## src/rtl/seq101_pkg.sv

```systemverilog
// Shared encodings for the "101" scan scheduler: controller states and
// detector states.
package seq101_pkg;

  typedef enum logic [1:0] {
    IDLE  = 2'd0,
    SHIFT = 2'd1,
    DRAIN = 2'd2,
    DONE  = 2'd3
  } fsm_e;

  typedef enum logic [1:0] {
    S0 = 2'b00,
    S1 = 2'b01,
    S2 = 2'b10
  } det_e;

endpackage

```

## src/rtl/seq101_det.sv

```systemverilog
// Overlapping "101" Mealy detector with a registered output. A synchronous
// clear returns it to S0 so that words never combine across boundaries.
module seq101_det
  import seq101_pkg::*;
(
  input  logic clk,
  input  logic rst_n,
  input  logic clr_i,
  input  logic x_i,
  output logic y_o
);

  det_e state_q;

  always_ff @(posedge clk or negedge rst_n) begin
    if (!rst_n) begin
      state_q <= S0;
      y_o     <= 1'b0;
    end else if (clr_i) begin
      state_q <= S0;
      y_o     <= 1'b0;
    end else begin
      y_o <= 1'b0;
      unique case (state_q)
        S0: state_q <= x_i ? S1 : S0;
        S1: state_q <= x_i ? S1 : S2;
        S2: begin
          state_q <= x_i ? S1 : S0;
          y_o     <= x_i;
        end
        default: state_q <= S0;
      endcase
    end
  end

endmodule

```

## src/rtl/seq101_scan_sched.sv

```systemverilog
// Round-robin scheduler that feeds one requester word at a time, MSB first,
// through the shared "101" detector and reports count and per-bit mask.
module seq101_scan_sched
  import seq101_pkg::*;
#(
  parameter int NREQ  = 4,
  parameter int WIDTH = 8,
  parameter int CNT_W = 4,
  parameter int ID_W  = 2
) (
  input  logic                  clk,
  input  logic                  rst_n,
  input  logic [NREQ-1:0]       req_i,
  input  logic [NREQ*WIDTH-1:0] data_i,
  output logic [NREQ-1:0]       gnt_o,
  output logic                  busy_o,
  output logic                  done_o,
  output logic [ID_W-1:0]       done_id_o,
  output logic [CNT_W-1:0]      match_cnt_o,
  output logic [WIDTH-1:0]      match_mask_o
);

  localparam int BW = (WIDTH > 1) ? $clog2(WIDTH) : 1;

  fsm_e             state_q;
  logic [ID_W-1:0]  last_q;
  logic [WIDTH-1:0] shreg_q;
  logic [WIDTH-1:0] mask_q;
  logic [BW-1:0]    bit_q;
  logic [CNT_W-1:0] cnt_q;

  logic [ID_W-1:0]  winner;
  logic [ID_W-1:0]  cand;
  logic             found;
  logic             start;
  logic             y;

  always_comb begin
    winner = '0;
    cand   = '0;
    found  = 1'b0;
    for (int i = 1; i <= NREQ; i++) begin
      cand = ID_W'((int'(last_q) + i) % NREQ);
      if (!found && req_i[cand]) begin
        found  = 1'b1;
        winner = cand;
      end
    end
  end

  // The grant is a same-cycle decision in IDLE; gating with rst_n keeps it
  // low while reset is held even if requests are pending.
  assign start  = rst_n && (state_q == IDLE) && found;
  assign gnt_o  = start ? (NREQ'(1) << winner) : '0;
  assign busy_o = start || (state_q != IDLE);

  seq101_det u_det (
    .clk   (clk),
    .rst_n (rst_n),
    .clr_i (start),
    .x_i   (shreg_q[WIDTH-1]),
    .y_o   (y)
  );

  always_ff @(posedge clk or negedge rst_n) begin
    if (!rst_n) begin
      state_q      <= IDLE;
      last_q       <= ID_W'(NREQ - 1);
      shreg_q      <= '0;
      mask_q       <= '0;
      bit_q        <= '0;
      cnt_q        <= '0;
      done_o       <= 1'b0;
      done_id_o    <= '0;
      match_cnt_o  <= '0;
      match_mask_o <= '0;
    end else begin
      unique case (state_q)
        IDLE: begin
          if (found) begin
            shreg_q <= data_i[int'(winner)*WIDTH +: WIDTH];
            last_q  <= winner;
            bit_q   <= '0;
            cnt_q   <= '0;
            mask_q  <= '0;
            state_q <= SHIFT;
          end
        end
        // y lags x by one cycle, so the mask shifts in from bit 1 onward and
        // once more in DRAIN; after WIDTH shifts bit b lines up with word bit b.
        SHIFT: begin
          shreg_q <= shreg_q << 1;
          bit_q   <= bit_q + 1'b1;
          cnt_q   <= cnt_q + CNT_W'(y);
          if (bit_q != '0) begin
            mask_q <= {mask_q[WIDTH-2:0], y};
          end
          if (bit_q == BW'(WIDTH - 1)) begin
            state_q <= DRAIN;
          end
        end
        DRAIN: begin
          match_mask_o <= {mask_q[WIDTH-2:0], y};
          match_cnt_o  <= cnt_q + CNT_W'(y);
          done_id_o    <= last_q;
          done_o       <= 1'b1;
          state_q      <= DONE;
        end
        DONE: begin
          done_o  <= 1'b0;
          state_q <= IDLE;
        end
        default: state_q <= IDLE;
      endcase
    end
  end

endmodule

```

## config.mk

```make
export PLATFORM = sky130hd
export DESIGN_NAME = seq101_scan_sched
export DESIGN_NICKNAME = d
export VERILOG_FILES = /design/src/rtl/seq101_pkg.sv /design/src/rtl/seq101_det.sv /design/src/rtl/seq101_scan_sched.sv
export SDC_FILE = /design/constraint.sdc
export NUM_CORES = 1
export LEC_CHECK = 0
export CORE_MARGIN = 10
export CORE_UTILIZATION = 53
export CTS_CLUSTER_DIAMETER = 30
export DETAILED_ROUTE_END_ITERATION = 8
export GPL_ROUTABILITY_DRIVEN = 0
export PLACE_DENSITY = 0.86
export SLEW_MARGIN = 20
export SYNTH_ARGS = -nofsm -noshare
export SYNTH_HDL_FRONTEND = slang
export SYNTH_SLANG_ARGS = --single-unit
export TNS_END_PERCENT = 30
```

## constraint.sdc

```tcl
create_clock -name clk -period 3.7 [get_ports clk]
set_input_delay 0.74 -clock clk [delete_from_list [all_inputs] [get_ports clk]]
set_output_delay 0.74 -clock clk [all_outputs]
set_load 0.05 [all_outputs]
```

* Yosys cells after proc, flatten, opt, wreduce, memory -nomap -nowiden
Index checks and enable logic that the tools add are counted.
Word-level totals: bits in registers 44, input bits 38, output and inout bits 20, logic and storage cells 89
Cells by class: add/subtract/negate cells 6, $lt $le $gt $ge 4, eq/ne operators 9, shift operators 2, multiplexer cells 36, reductions and logical operators 20
Operators with widths (count):
- $shiftx 32x6->8 | 1
- $mux 2 | 8
- $pmux 8 s2 | 1
- $mux 7 | 2
- $pmux 7 s2 | 1
- $lt 2x3->1 const B | 4
- $mux 1 | 11
- $bmux 1 s2 | 4
- $mux 4 | 2
- $mux 8 | 1
- $pmux 2 s4 | 1
- $pmux 4 s2 | 1
- $eq 2x2->1 const B | 3
- $ne 2x2->1 const B | 3
- $pmux 3 s2 | 1
- $reduce_and 2->1 | 3
- $reduce_bool 2->1 | 3
- $logic_and 1x1->1 | 5
- $add 2x1->2 const B | 2
- $add 2x2->2 const B | 2
- $add 4x1->4 | 1
- $eq 2x1->1 const B | 2
- $logic_not 2->1 | 2
- $pmux 2 s2 | 1
- 10 further kinds | 12

* Depth between registers and ports, before layout
word-level depth 16, mapped depth 9, mapped depth without buffers 7

* Cells and area by module
From an unflattened synthesis, not the netlist that was laid out.
Unflattened totals: cell total of the unflattened synthesis 237, area total of the unflattened synthesis 2408.6 sq um
Modules (own cells, without submodules):
- seq101_scan_sched | instances 1, cells an instance 230, area an instance 2287.2 sq um, sequential area each 1028.5 sq um
- seq101_det | instances 1, cells an instance 7, area an instance 121.4 sq um, sequential area each 75.1 sq um

* Worst setup path after synthesis
Ideal clock, no wire load.
path kind input to output, from input req_i[1], to output gnt_o[3], data arrival time 2340 ps, data required time 2960 ps, path slack 620 ps, stages on the path 5, path through buf_6 -> o211a_1 -> a2111o_1 -> buf_6 -> nor2_1
Between the ends: cells in the longest elaborated chain, start to end 14, elaborated cells on any way between the ends 25, classes of those cells 1 x shift; 17 x mux; 7 x reduce/logical
RTL lines:
- from (decl) | RTL line seq101_scan_sched.sv:13 | input logic [NREQ-1:0] req_i,
- $bmux 1 s2 | RTL line seq101_scan_sched.sv:44 | if (!found && req_i[cand]) begin
- $mux 1 (implied by the code) | RTL line seq101_scan_sched.sv:44
- $mux 1 | RTL line seq101_scan_sched.sv:44
- $logic_not 1->1 | RTL line seq101_scan_sched.sv:44
- $logic_and 1x1->1 | RTL line seq101_scan_sched.sv:44
- $mux 1 | RTL line seq101_scan_sched.sv:44
- $logic_not 1->1 | RTL line seq101_scan_sched.sv:44
- $logic_and 1x1->1 | RTL line seq101_scan_sched.sv:44
- $mux 1 | RTL line seq101_scan_sched.sv:44
- $logic_not 1->1 | RTL line seq101_scan_sched.sv:44
- $logic_and 1x1->1 | RTL line seq101_scan_sched.sv:44
- $mux 2 or $mux 1 (tied branches) | RTL line seq101_scan_sched.sv:44
- $shl 1x2->4 or $logic_and 1x1->1 (tied branches) | RTL line seq101_scan_sched.sv:54, seq101_scan_sched.sv:53
- $mux 4 (*) | RTL line seq101_scan_sched.sv:54 | assign gnt_o = start ? (NREQ'(1) << winner) : '0;
- to (decl) | RTL line seq101_scan_sched.sv:15 | output logic [NREQ-1:0] gnt_o,
Mark *: on every way between the ends. The rest lies on a longest branch, timed or not. The select of a mux whose other input is x is not followed.

* Final worst setup path
from input req_i[3], to output gnt_o[0]
The elaborated chain is that of the path after synthesis.

==> run metrics <==
run status complete, no violations; startpoint types input pin; gr ovfl total 0; Arr. time, crit path 2.51 ns; most common cell after layout, fill and taps aside clkdlybuf4s50_1; minimum clock period 3.248 ns; die area 7573 um^2; flops & latches, synth 44; Peak Freq 0.3078 GHz; Final #Nets about 340; largest net degree at the start of global routing 45; post-DR vias/cell 5.625; final WL slightly below 6000 um; hold-fix buffers at CTS 0; I/O pin count 58; Max Fanout on Critical Path 11; final setup vio count 0; Avg Cell Area, Syn 10.13 um^2; Crit path max-delay family buffers and inverters; cts bufs inserted 5; Diodes inserted 0; Netlist cell types 45; VDD IR max around 0.61 mV; slew margin rel. 50.67%; Hold Crit Class reg2reg; cts repair resizes 0; global-route wire length before repair 9604 um; Synth top area share between 40% and 50%; leakage power 1.394 nW; Final ANT Viol Nets 0; All-Layer GR Usage roughly 16%; Clock Latency Late Sink between 0.2 and 0.3 ns; CTS max path bufs 2; worst path cell trace clkdlybuf4s50_1 > and3b_2 > a311o_1 > and3_1 > buf_4; CTS clock-pin slew for the worst setup and hold paths 0.08 ns; setup tns final 0 ns; Max Slew Vio Count 0; setup bufs post-CTS 0; worst slew pin tran 0.7398 ns; clock tree sinks 44; routed len/inst 16.90 um; CTS tree built; Post-Syn Area 2381 um^2; fin crit share 87.79%; core box area 4354 um^2; Iteration-0 DRC Markers 93; CP Data Required Time 2.96 ns; H-tree depth 2; PwrDens around 740 nW/um^2; Max Cap Viol 0; # port buffers 57; YS warnings 0; hpwl dp around 4400 um; cell at the slowest stage of the critical path clkdlybuf4s50_1; predominant post-synthesis flop cell dfrtp_1; layout overhead on the synthesized area 27.06%; drt drc 0; vias post-DR 1935; most frequent cells in the layout clkdlybuf4s50_1 (51), dfrtp_1 (42), nand2_1 (41); antenna violations before repair 0; Seq/Total Area, Yosys a little under half; Crit. End Element primary output; Worst path max stage delay 0.70 ns; Die Height 87.03 um; ys async rst share 100.0%; Post-Syn Instances around 240; final hold violations 0; clk_skew 0.007332 ns; Hold Slack 0.4630 ns; initial core utilization 54.68%; Area contributors post-synth dfrtp_1 (44%), nand2_1 (6.5%), o21ai_0 (5.7%); Detailed Routing Iterations Pass 1 4; layout cells sized above 1 13.01%; cell taking the most area after synthesis dfrtp_1; Post-synth EDFFs 0; syn nets 283; standard-cell rows 24; WP buf/inv 2; critical path class in2out; total power ~2.2 mW; Die Span X between 80 and 90 um; unrepaired setup endpoints after global routing no; clock root buffer master clkbuf_8; vias in the first global route 1952
-- flip-flops by register name, summed over array words and instances (netlist names) --
signal / cells
state_q: 2
mask_q: 7
done_id_o: 2
match_mask_o: 8
match_cnt_o: 4
u_det.y_o: 1
last_q: 2
done_o: 1
u_det.state_q: 2
shreg_q: 8
bit_q: 3
cnt_q: 4
-- stage by stage --
step | util [%] | instances | setup slack (ns) | cell area, um^2
after global routing | 69.48 | 344 | 0.3219 | 3025
after detailed placement | 67.41 | 336 | 0.4768 | 2935
final | 69.48 | 344 | 0.4516 | 3025
after CTS | 69.48 | 344 | 0.4749 | 3025
after global placement | 67.41 | 336 | 0.5369 | 2935
after floorplan | - | 235 | 0.6196 | 2381
-- path summary, 6_finish.rpt --
path	startpoint	to	slack, ns	cells past startpoint
hold reg to reg	u_det.state_q[0]	u_det.y_o	0.46	1
min in group asynchronous	rst_n	match_mask_o[4]	0.57	2
max in group asynchronous	rst_n	shreg_q[4]	2.76	2
hold / removal	u_det.state_q[0]	u_det.y_o	0.46	1
setup / recovery	req_i[3]	gnt_o[0]	0.45	5
setup reg to reg	state_q[1]	mask_q[4]	1.27	7
-- power by group --
part	total [mW]	internal, mW	switching (mW)
registers	0.740	0.634	0.107
clock network	0.306	0.152	0.153
logic	1.18	0.458	0.720
-- Yosys cell counts (2+ instances only) --
library cell  count
mux2_4            2
inv_1             9
nor2_1           12
nor3_1            2
buf_4             2
dfstp_2           2
nand2b_1          2
nand3_1           4
o2111a_1          3
a22o_1            4
mux2_2           12
nand2_1          41
clkbuf_1          4
dfrtp_1          42
o21ai_0          27
nor2b_1           2
o211a_1           2
a21oi_1          11
buf_6             4
a221oi_1          2
mux2i_1          10
and3_1            4
ha_1             10
-- final cells by class --
| cell class | instances | area, um^2 |
|---|---|---|
| Inverter | 9 | 33.78 |
| Sequential cell | 44 | 1104 |
| Tap cell | 52 | 65.06 |
| Clock buffer | 8 | 90.09 |
| Timing Repair Buffer | 61 | 583.1 |
| Fill cell | 326 | 1329 |
| Multi-Input combinational cell | 170 | 1150 |
-- kinds of logic (layout without fill, tap and decap cells) --
| family | count (synthesis) | after routing | share of synthesized area (%) |
|---|---|---|---|
| multiplexers | 24 | 24 | 11.14 |
| AND/OR/NAND/NOR | 72 | 72 | 13.45 |
| AO/OA/AOI/OAI | 62 | 62 | 17.71 |
| adder cells (fa/ha/maj) | 10 | 10 | 5.255 |
| flip-flops | 44 | 44 | 46.35 |
| XOR/XNOR | 2 | 2 | 0.7358 |
| buffers and inverters | 21 | 78 | 5.359 |
-- worst reg2reg max path: stages, from the launching register on --
cell and delay, ns:
dfrtp_1 0.41, inv_1 0.12, ha_1 0.65, nor2_1 0.14, nor2_1 0.38, nand2_1 0.34, nand2_1 0.16, o21ai_0 0.10
-- metal layers --
layer	share of wire, %	GRT usage (%)
met1	40	18.57
met2	54	27.12
met3	4.2	3.090
met4	1.4	5.596
met5	0	0
Note: power is estimated with default switching activity, not from simulation.
==> variant: new RTL, config.mk and constraints unchanged <==
Change the parameter `NREQ` from 4 to 3.
--- a/src/rtl/seq101_scan_sched.sv
+++ b/src/rtl/seq101_scan_sched.sv
@@ -5,3 +5,3 @@
 #(
-  parameter int NREQ  = 4,
+  parameter int NREQ  = 3,
   parameter int WIDTH = 8,
Interface: changed (resized data_i, gnt_o and req_i); port bits go from 58 to 48. No check against the original RTL was run, so the function may have changed too.
==> variant against the original RTL <==
Total power is 17% higher. Clock skew is 0.0014 ns higher. Setup slack worse by 0.19 ns. Area after synthesis is 6.8% higher. Sequential cell count stayed put. Register-to-register slack worse by 0.35 ns. Critical endpoint is now gnt_o[2]. Wire length is 3.3% lower. Final area is 3.6% higher.
==> variant: results (changes against the original RTL) <==
metric;value;unit;change
status;completed;;
drt total wl;5620;microns;-3.3%
Post-Synth XOR/XNOR Area;0.689;%;-0.047 points
post-cts repair resize count;0;;unchanged
Syn Area/Cell;10.2;sq um;+0.37%
CTS Buffer Depth;2;;unchanged
Post-CTS Setup Repair Bufs;0;;unchanged
largest net degree at the start of global routing;45;;unchanged
sequential share of the synthesized area;43.4;%;-3.0 points
mean routed wirelength per cell;16.0;microns;-5.5%
mux cell area share after synthesis;6.99;%;-4.2 points
net count after synthesis;293;;+3.5%
Detailed Routing Iterations Pass 1;4;;unchanged
total CTS buffers;5;;unchanged
global-route wire length before repair;9630;microns;+0.29%
Netlist cell types;44;;-2.2%
clk_lat worst skew;0.30;ns;
Pleak;1.39;nW;about the same
number of global-route vias before repair;2053;;+5.2%
yosys warns;0;;unchanged
DR vias/cell;5.65;;+0.45%
share of layout cells above drive strength 1;18.1;%;+5.1 points
Fill cells;365;;+12%
core area;4690;sq um;+7.8%
ANT cells;0;;unchanged
Setup Skew;0.00877;ns;+0.00144 ns
most frequent cells after synthesis;43 x dfrtp_1, 34 x nand2_1, 26 x nor2_1;;
CP max FO;12;;+1
Placed Area;3050;sq um;+3.8%
Post-Synth Adder-Cell Area;6.89;%;+1.6 points
placed cells;344;;+2.4%
I/O Buffers;47;;-18%
CTS root buf;clkbuf_8;;
CTS H-tree lvls;2;;unchanged
pre-CTS setup slack;0.307;ns;-0.170 ns
Tot GR Track Use;15.2;%;-0.45 points
HP Class;register to register;;
compound-cell area share of the yosys netlist;20.5;%;+2.8 points
synth top area cells;dfrtp_1 42%, ha_1 6.9%, mux2_2 5.8%, o41ai_2 5.1%, nand2_1 5.0%;;
clock-pin slew on the worst setup and hold paths;0.08;ns;about the same
CP arrival;2.69;ns;+0.18 ns
Largest regs;match_mask_o x8, shreg_q x8, mask_q x7;;
Final HPWL DP;4270;microns;-2.4%
total congestion overflow;0;;unchanged
initial antenna violation count;0;;unchanged
Iteration-0 DRC Markers;174;;+87%
Post-synth ARST share;100;%;unchanged
slew of the pin with the lowest slew margin;0.826;ns;+0.0859 ns
maximum VDD drop;0.000375;V;-39%
-- variant: cell count changes after synthesis, sizes merged, moves of 3 or more --
cell,change
nor2,+14
o21ai,-10
mux2i,-8
o41ai,+8
a211oi,+7
a22oi,+7
nand2,-7
nor3,+5
a21oi,-4
ha,+4
and3,-3
o2111a,-3
-- variant: final timing paths --
path | startpoint | to | slack [ns] | cells past startpoint
min reg2reg | u_det.state_q[0] | u_det.y_o | 0.46 | 1
max reg2reg | last_q[1] | shreg_q[4] | 0.92 | 8
max in group asynchronous | rst_n | last_q[1] | 2.78 | 2
min | u_det.state_q[0] | u_det.y_o | 0.46 | 1
min in group asynchronous | rst_n | match_cnt_o[2] | 0.53 | 2
max | last_q[0] | gnt_o[2] | 0.27 | 9
-- variant: critical path: stages, from the launching register on --
cell and delay (ns):
dfrtp_1 0.42, inv_1 0.08, ha_1 0.51, nand2_1 0.11, o22ai_2 0.30, o41ai_2 0.13, buf_4 0.17, or2_2 0.30
nor2_1 0.20, buf_12 0.17
-- variant: cell families after synthesis --
logic type,Yosys count
and+or+nand+nor,89
AOI/OAI and AO/OA,60
DFF,44
buffers and inverters,25
muxes,16
adders and majority gates,14
xor gates and xnor gates,2
-- variant: power by group --
part	switching [mW]	internal, mW
Combinational	0.952	0.619
Clock	0.156	0.152
Sequential	0.0956	0.627
-- variant: cell type report --
cell class              count  area [sq um]  area share [%]
clock buffers               8          90.1            2.87
inverters                  11          41.3            1.32
multi-input cells         181          1300            41.5
flip-flops and latches     44          1100            35.2
well taps                  54          67.6            2.15
repair buffers             54           533            17.0
-- variant: per-layer routing --
layer  GRT usage [%]  share of wire [%]
met1            18.1                 41
met2            26.1                 53
met3            3.56                4.7
met4            5.35                1.4
met5               0                  0
